`src/rtl/cpu_pkg.sv`:
```
// Shared types and constants for the 9-bit RISC CPU front end.
package cpu_pkg;
  localparam int PC_W   = 9;
  localparam int INST_W = 9;

  typedef logic [PC_W-1:0]   pc_t;
  typedef logic [INST_W-1:0] inst_t;

  localparam inst_t HALT_INST = 9'b111_111_111;
  localparam pc_t   PC_MAX    = '1;

  typedef enum logic [1:0] {IDLE, RUN, DRAIN, DONE} fetch_state_t;

  function automatic logic [15:0] sat_inc16(input logic [15:0] v);
    return (v == 16'hFFFF) ? v : v + 16'd1;
  endfunction
endpackage

```
`src/rtl/fetch_ir_reg.sv`:
```
// Single instruction-register slot: load, consume and flush with a valid bit.
module fetch_ir_reg
  import cpu_pkg::*;
(
  input  logic              clk,
  input  logic              reset,
  input  logic              flush,
  input  logic              load,
  input  logic [INST_W-1:0] din,
  input  logic [PC_W-1:0]   din_pc,
  output logic [INST_W-1:0] ir,
  output logic [PC_W-1:0]   ir_pc,
  output logic              valid
);
  always_ff @(posedge clk) begin
    if (reset) begin
      ir    <= '0;
      ir_pc <= '0;
      valid <= 1'b0;
    end else if (flush) begin
      valid <= 1'b0;
    end else if (load) begin
      ir    <= din;
      ir_pc <= din_pc;
      valid <= 1'b1;
    end
  end
endmodule

```
`src/rtl/fetch_unit.sv`:
```
// Instruction fetch: PC sequencing, branch redirect and completion handshake.
// Optional FETCH_PERF_CNT_EN adds cycle_count / inst_count outputs.
module fetch_unit
  import cpu_pkg::*;
#(
  parameter logic [PC_W-1:0] START_ADDR = '0
) (
  input  logic              clk,
  input  logic              reset,
  input  logic              start,
  output logic              done,
  output logic [PC_W-1:0]   pc_o,
  input  logic [INST_W-1:0] inst_i,
  output logic [INST_W-1:0] ir_o,
  output logic [PC_W-1:0]   ir_pc_o,
  output logic              ir_valid,
  input  logic              ir_ready,
  input  logic              branch_taken,
  input  logic [PC_W-1:0]   branch_target
`ifdef FETCH_PERF_CNT_EN
  ,
  output logic [15:0]       cycle_count,
  output logic [15:0]       inst_count
`endif
);
  fetch_state_t state, state_nxt;
  pc_t   pc_q, pc_nxt;
  logic  ir_load, ir_flush;
  logic  consume, redirect, slot_free, is_halt, at_top;

  assign consume   = ir_valid & ir_ready;
  assign redirect  = consume & branch_taken;
  assign slot_free = ~ir_valid | ir_ready;
  assign is_halt   = (inst_i == HALT_INST);
  assign at_top    = (pc_q == PC_MAX);

  always_ff @(posedge clk) begin
    if (reset) begin
      state <= IDLE;
      pc_q  <= START_ADDR;
    end else begin
      state <= state_nxt;
      pc_q  <= pc_nxt;
    end
  end

  always_comb begin
    state_nxt = state;
    unique case (state)
      IDLE:  if (start) state_nxt = RUN;
      RUN:   if (!redirect && slot_free && (is_halt || at_top)) state_nxt = DRAIN;
      DRAIN: if (!ir_valid) state_nxt = DONE;
             else if (redirect) state_nxt = RUN;
      DONE:  if (start) state_nxt = RUN;
      default: state_nxt = IDLE;
    endcase
  end

  // The sentinel is never loaded; a top-of-memory word is loaded but the PC
  // does not wrap.
  always_comb begin
    pc_nxt   = pc_q;
    ir_load  = 1'b0;
    ir_flush = 1'b0;
    unique case (state)
      IDLE, DONE: if (start) pc_nxt = START_ADDR;
      RUN: begin
        if (redirect) begin
          pc_nxt   = branch_target;
          ir_flush = 1'b1;
        end else if (slot_free && is_halt) begin
          ir_flush = consume;
        end else if (slot_free) begin
          ir_load = 1'b1;
          if (!at_top) pc_nxt = pc_q + pc_t'(1);
        end
      end
      DRAIN: begin
        if (redirect) begin
          pc_nxt   = branch_target;
          ir_flush = 1'b1;
        end else if (consume) begin
          ir_flush = 1'b1;
        end
      end
      default: ;
    endcase
  end

  fetch_ir_reg u_ir (
    .clk    (clk),
    .reset  (reset),
    .flush  (ir_flush),
    .load   (ir_load),
    .din    (inst_i),
    .din_pc (pc_q),
    .ir     (ir_o),
    .ir_pc  (ir_pc_o),
    .valid  (ir_valid)
  );

  assign pc_o = pc_q;
  assign done = (state == DONE);

`ifdef FETCH_PERF_CNT_EN
  logic active, restart;
  assign active  = (state == RUN) || (state == DRAIN);
  assign restart = start && ((state == IDLE) || (state == DONE));

  always_ff @(posedge clk) begin
    if (reset || restart) begin
      cycle_count <= '0;
      inst_count  <= '0;
    end else if (active) begin
      cycle_count <= sat_inc16(cycle_count);
      if (consume) inst_count <= sat_inc16(inst_count);
    end
  end
`endif
endmodule

```
`config.mk`:
```
export PLATFORM = sky130hd
export DESIGN_NAME = fetch_unit
export DESIGN_NICKNAME = d
export VERILOG_FILES = /design/src/rtl/cpu_pkg.sv /design/src/rtl/fetch_ir_reg.sv /design/src/rtl/fetch_unit.sv
export SDC_FILE = /design/constraint.sdc
export NUM_CORES = 1
export LEC_CHECK = 0
export CORE_ASPECT_RATIO = 1.4
export CORE_MARGIN = 2
export CORE_UTILIZATION = 48
export DETAILED_ROUTE_END_ITERATION = 8
export HOLD_SLACK_MARGIN = 0.15
export PLACE_DENSITY = 0.84
export SYNTH_ARGS = -nofsm -noshare
export SYNTH_HDL_FRONTEND = slang
export SYNTH_SLANG_ARGS = --single-unit
```
`constraint.sdc`:
```
create_clock -name clk -period 5.5 [get_ports clk]
set_input_delay 0.825 -clock clk [delete_from_list [all_inputs] [get_ports clk]]
set_output_delay 0.825 -clock clk [all_outputs]
set_load 0.005 [all_outputs]
```
==> impl_metrics.json, run 1 <==
{
  "gp_congestion": 0.849,
  "power.switching_uw": 287,
  "postCtsSetupBuffers": 0,
  "grt_pass1_wl_microns": 6400,
  "cts_buffers": 5,
  "initial_core_util_pct": 49.9,
  "grt_overflow": 0,
  "synth_area_leaders": "dfxtp_1 (39%), mux2i_1 (13%), nor2_1 (5.6%)",
  "slew_violations": 0,
  "synth_ff_type": "dfxtp_1",
  "ios": 52,
  "power_frac_seq_pct": 31.0,
  "area_growth_pct": 41.8,
  "die_h_microns": 71.1,
  "first_pass_iters": 4,
  "ant_nets": 0,
  "ys_types": 35,
  "core-area_sq_um": 3090,
  "cts_max_level": 2,
  "nNetsFinal": 250,
  "cts_root_buf": "clkbuf_8",
  "final_cell_mix": "clkdlybuf4s50_1 (51), dfxtp_1 (30), nor2_1 (23), mux2i_1 (20), nand2_1 (15)",
  "ys_async_sr_fraction_pct": 0,
  "relSlewSlack_pct": 25.4,
  "num_vias": 1474,
  "worstMarginPinSlew_ns": 1.12,
  "tritoncts": "done",
  "via_per_inst": 5.65,
  "combPwrFrac_pct": 38.0,
  "antenna_found_initial": 0,
  "status": "finished clean",
  "num_antenna_cells": 0,
  "yosysSeqAreaShare_pct": 38.9,
  "dieArea_sq_um": 3690,
  "regArea_sq_um": 601,
  "arrival_ns": 3.03,
  "setup_viol": 0,
  "io_buffers": 51,
  "place_ws_ns": 2.33,
  "required_ns": 5.62,
  "finalHoldViolations": 0,
  "drc": 0,
  "yosys_warnings": 0,
  "fin_setup_tns_ns": 0,
  "postSynthCellCount": 173,
  "critPathLaunchType": "input port",
  "maxCapViolCount": 0,
  "die_x_microns": 51.9,
  "period_minus_slack_ns": 2.91,
  "clock_sinks": 30,
  "drt-total-wl_microns": 3960,
  "grt_setup_unrepaired": "no",
  "ir_drop_mv": 0.260,
  "synth_edf_count": 0,
  "yosysTopAreaCell": "dfxtp_1",
  "synthesis.area_sq_um": 1540,
  "fin_skew_ns": 0.00266,
  "nFillCells": 239,
  "multi_input_area_sq_um": 860,
  "ctsResizeCount": 0,
  "internal_power_uw": 601,
  "clkPwrFrac_pct": 31.0,
  "cts-hold-fix-buffers": 0,
  "endpoint_kind": "flip-flop",
  "grt_pass1_vias": 1437,
  "rows": 24,
  "fin_total_pwr_uw": 888,
  "clk_pin_slew_ns": 0.06,
  "drive_gt1_share_pct": 7.21,
  "grt_usage_pct": 22.8,
  "fin_ws_ns": 2.59,
  "critPathMaxFanout": 18,
  "insertion_delay_ns": 0.28,
  "synthesis.nets": 202,
  "p_leak_uw": 0.000885,
  "avgSynthCellArea_sq_um": 8.92,
  "grt_max_degree": 32,
  "synth_top_area_share_pct": 38.9,
  "clock_path_buffers": 2,
  "final_common_cell": "clkdlybuf4s50_1",
  "worstSetupPathType": "input port to flip-flop",
  "dp.final_hpwl_microns": 2920,
  "final.period_utilization_pct": 52.9,
  "synth-seq-cells": 30,
  "swShare_pct": 32.4,
  "max_freq_mhz": 344,
  "power_density_nw_per_um2": 406,
  "wire_per_inst_microns": 15.2,
  "drtIter0Drc": 45,
  "min_path_type": "flip-flop to flip-flop"
}
## worst paths after layout
kind | start | end | slack [ns] | cells past startpoint
worst max-delay path | inst_i[6] | u_ir.ir_pc[1]$_SDFFE_PP0P_ | 2.59 | 6
worst min-delay path | u_ir.ir[7]$_SDFFE_PP0P_ | u_ir.ir[7]$_SDFFE_PP0P_ | 0.50 | 2
worst max register to register | state[0]$_SDFFE_PP0P_ | u_ir.ir_pc[1]$_SDFFE_PP0P_ | 2.90 | 7
worst min register to register | u_ir.ir[7]$_SDFFE_PP0P_ | u_ir.ir[7]$_SDFFE_PP0P_ | 0.50 | 2
## state kept, by name (all words and copies together) (netlist names)
| name | count |
|---|---|
| u_ir.ir | 9 |
| u_ir.valid | 1 |
| u_ir.ir_pc | 9 |
| pc_o | 9 |
| state | 2 |
## power by group through the flow
| stage | combinational [uW] | clock [uW] | sequential, uW |
|---|---|---|---|
| 2_1_floorplan | 250 | 0 | 271 |
| 3_3_place_gp | 321 | 0 | 276 |
| 3_5_place_dp | 334 | 0 | 280 |
| 4_1_cts | 335 | 279 | 275 |
| 5_1_grt | 370 | 287 | 280 |
| 6_report | 337 | 276 | 275 |
## through the flow
step | utilization [%] | instances | area (sq um) | hold WS, ns
after floorplan | - | 173 | 1540 | 0.481
after global placement | 66.1 | 253 | 2050 | 0.477
after detailed placement | 66.1 | 253 | 2050 | 0.494
after CTS | 70.8 | 261 | 2190 | 0.510
after global routing | 70.8 | 261 | 2190 | 0.540
final | 70.8 | 261 | 2190 | 0.503
## cell usage after synthesis (3+ instances only)
master	n
a21oi_1	7
a211o_2	3
nor2_1	23
mux2i_1	20
xnor2_1	5
ha_1	6
buf_2	3
nand3_1	4
dfxtp_1	30
nor3_1	3
or3_1	5
inv_1	7
o21ai_0	6
clkbuf_1	4
a22oi_1	8
nand2_1	15
## cells by family (layout without fill, tap and decap cells)
| group | Yosys count | count (layout) | synth area share (%) |
|---|---|---|---|
| flip-flops | 30 | 30 | 38.9 |
| AO/OA/AOI/OAI | 32 | 32 | 15.2 |
| XOR/XNOR | 6 | 6 | 3.41 |
| buffers and inverters | 17 | 66 | 5.35 |
| adder cells (fa/ha/maj) | 6 | 6 | 4.87 |
| AND/OR/NAND/NOR | 62 | 62 | 19.2 |
| multiplexers | 20 | 20 | 13.0 |
## layer usage
| metal | global-route usage [%] | vias to the layer above | part of all wire, % |
|---|---|---|---|
| met3 | 5.70 | 12 | 5.6 |
| met1 | 24.2 | 704 | 38 |
| li1 | - | 702 | - |
| met5 | 0 | - | 0 |
| met4 | 9.94 | 0 | 3.0 |
| met2 | 41.2 | 56 | 53 |
## worst max-delay path, cell delays in order
cell,delay (ns)
clkdlybuf4s50_1,0.49
nand4_1,0.16
nor3_1,0.34
nand3b_1,0.85
mux2i_1,0.29
nor2_1,0.06
## layout make-up
cell class / count / share of cell area [%]
inverter: 7 / 1.20
clock buffer: 6 / 3.77
tap: 39 / 2.23
clock inverter: 2 / 2.74
timing repair buffer: 51 / 23.3
multi-input combinational: 126 / 39.3
sequential: 30 / 27.4
Note: power is estimated with default switching activity, not from simulation.
==> run 2, diff against run 1 <==
--- a/config.mk
+++ b/config.mk
@@ -7,10 +7,10 @@
 export LEC_CHECK = 0
 export CORE_ASPECT_RATIO = 1.4
 export CORE_MARGIN = 2
-export CORE_UTILIZATION = 48
+export CORE_UTILIZATION = 41
 export DETAILED_ROUTE_END_ITERATION = 8
 export HOLD_SLACK_MARGIN = 0.15
-export PLACE_DENSITY = 0.84
+export PLACE_DENSITY = 0.76
 export SYNTH_ARGS = -nofsm -noshare
 export SYNTH_HDL_FRONTEND = slang
 export SYNTH_SLANG_ARGS = --single-unit
==> constraint.sdc (replaced) <==
create_clock -name clk -period 2.5 [get_ports clk]
set_input_delay 0.375 -clock clk [delete_from_list [all_inputs] [get_ports clk]]
set_output_delay 0.375 -clock clk [all_outputs]
set_load 0.005 [all_outputs]
==> run 2 against run 1 <==
Compared with the run above:
- count of clock-buffer cells in the layout fell by 1
- worst setup slack got worse by 2.2 ns
- total power is 110% higher
- clock power rose by 70%
- non-clock buffer count rose by 10
- sequential power grew 120%
- final area up 2.6%
- via count down 3.1%
- register-to-register slack lost 2.5 ns
==> impl_metrics.json, run 2 (same netlist as run 1, synthesis figures left out) <==
{
  "drt-total-wl_microns": 3680,
  "drtIter0Drc": 33,
  "min_from": "u_ir.ir[7]$_SDFFE_PP0P_",
  "grt_max_degree": 20,
  "critPathLaunchType": "flip-flop",
  "multi_input_area_sq_um": 860,
  "final_cell_mix": "clkdlybuf4s50_1 (51), dfxtp_1 (30), nor2_1 (23), mux2i_1 (20), nand2_1 (15)",
  "grt_setup_unrepaired": "no",
  "ant_nets": 0,
  "dieArea_sq_um": 4280,
  "tritoncts": "done",
  "relSlewSlack_pct": 70.9,
  "drc": 0,
  "nFillCells": 346,
  "area_growth_pct": 45.6,
  "die_h_microns": 76.6,
  "endpoint_kind": "flip-flop",
  "power_density_nw_per_um2": 831,
  "maxCapViolCount": 0,
  "final.period_utilization_pct": 82.8,
  "status": "finished clean",
  "fin_skew_ns": 0.00597,
  "die_x_microns": 55.8,
  "final_core_util_pct": 61.6,
  "ir_drop_mv": 0.597,
  "ctsResizeCount": 0,
  "required_ns": 2.71,
  "num_antenna_cells": 0,
  "via_per_inst": 5.22,
  "critPathMaxFanout": 12,
  "r2r-end": "pc_o[4]$_SDFFE_PP0P_",
  "initial_core_util_pct": 42.3,
  "grt_overflow": 0,
  "slew_violations": 0,
  "p_leak_uw": 0.000926,
  "ios": 52,
  "wire_per_inst_microns": 13.4,
  "fin_total_pwr_uw": 1870,
  "period_minus_slack_ns": 2.07,
  "reg2reg_depth": 9,
  "max_freq_mhz": 483,
  "rows": 26,
  "grt_pass1_wl_microns": 6350,
  "drive_gt1_share_pct": 11.2,
  "r2r-start": "pc_o[0]$_SDFFE_PP0P_",
  "first_pass_iters": 5,
  "min_path_type": "flip-flop to flip-flop",
  "antenna_found_initial": 0,
  "postCtsSetupBuffers": 0,
  "fin_ws_ns": 0.430,
  "hold_end": "u_ir.ir[7]$_SDFFE_PP0P_",
  "whs_path_depth": 2,
  "cts_root_buf": "clkbuf_8",
  "regArea_sq_um": 601,
  "arrival_ns": 2.28,
  "clock_sinks": 30,
  "core-area_sq_um": 3640,
  "finalHoldViolations": 0,
  "nNetsFinal": 260,
  "grt_pass1_vias": 1409,
  "insertion_delay_ns": 0.28,
  "dp.final_hpwl_microns": 2780,
  "timing.reg2reg.setup_slack_ns": 0.43,
  "gp_congestion": 0.865,
  "fin_setup_tns_ns": 0,
  "cts_buffers": 5,
  "num_vias": 1429,
  "place_ws_ns": 0.237,
  "cts-hold-fix-buffers": 0,
  "clock_path_buffers": 2,
  "final_common_cell": "clkdlybuf4s50_1",
  "grt_usage_pct": 18.7,
  "io_buffers": 51,
  "setup_viol": 0,
  "worstSetupPathType": "flip-flop to flip-flop",
  "worstMarginPinSlew_ns": 0.433,
  "clk_pin_slew_ns": 0.06,
  "cts_max_level": 2
}
==> run 2: changes by cell type in the layout (fill, tap and decap cells not counted), sizes merged <==
cell and change:
bufinv -1, clkinv +2, clkbuf -1, buf +10
==> run 2: per-stage QoR <==
| step | cell area [sq um] | instances | hold slack [ns] |
|---|---|---|---|
| final | 2250 | 274 | 0.490 |
| after global routing | 2250 | 274 | 0.519 |
| after CTS | 2250 | 274 | 0.499 |
| after detailed placement | 2140 | 266 | 0.484 |
| after global placement | 2140 | 266 | 0.474 |
| after floorplan | 1540 | 173 | 0.481 |
==> run 2: power by group <==
part / leakage, uW / internal [uW] / total, uW / switching (uW)
logic: 0.000625 / 411 / 795 / 384
clock network: 0.0000579 / 293 / 470 / 177
registers: 0.000243 / 540 / 602 / 61.8
total: 0.000926 / 1240 / 1870 / 623
==> run 2: layout make-up <==
class	count	share of cell area [%]
Clock buffer	5	3.06
Multi-Input combinational cell	126	38.3
Tap cell	42	2.34
Inverter	7	1.17
Sequential cell	30	26.7
Clock inverter	3	1.78
Timing Repair Buffer	61	26.6
==> run 2: how the worst max path moves through the flow <==
| stage | cells past startpoint | endpoint | slack, ns | startpoint |
|---|---|---|---|---|
| floorplan | 9 | pc_o[2]$_SDFFE_PP0P_ | 0.35 | state[0]$_SDFFE_PP0P_ |
| global placement | 6 | pc_o[3]$_SDFFE_PP0P_ | 0.26 | ir_ready |
| detailed placement | 6 | pc_o[4]$_SDFFE_PP0P_ | 0.24 | ir_ready |
| CTS | 9 | pc_o[4]$_SDFFE_PP0P_ | 0.41 | pc_o[0]$_SDFFE_PP0P_ |
| global route | 9 | pc_o[6]$_SDFFE_PP0P_ | 0.24 | pc_o[0]$_SDFFE_PP0P_ |
| finish | 9 | pc_o[4]$_SDFFE_PP0P_ | 0.43 | pc_o[0]$_SDFFE_PP0P_ |
==> run 2: critical path, stage by stage (launching register included) <==
cell     delay (ns)
dfxtp_1        0.39
ha_1           0.30
nand2_1        0.12
nor3_1         0.05
ha_1           0.17
inv_1          0.07
o31ai_1        0.10
a21bo_1        0.32
or3_1          0.38
a21oi_1        0.12
==> run 2: layer usage <==
layer	part of all wire, %	track usage (%)	vias up	wire length (microns)
met5	0	0	-	0
li1	-	-	719	-
met4	1.7	8.81	0	61
met2	51	32.5	50	1880
met3	6.0	4.92	5	221
met1	41	20.9	655	1520
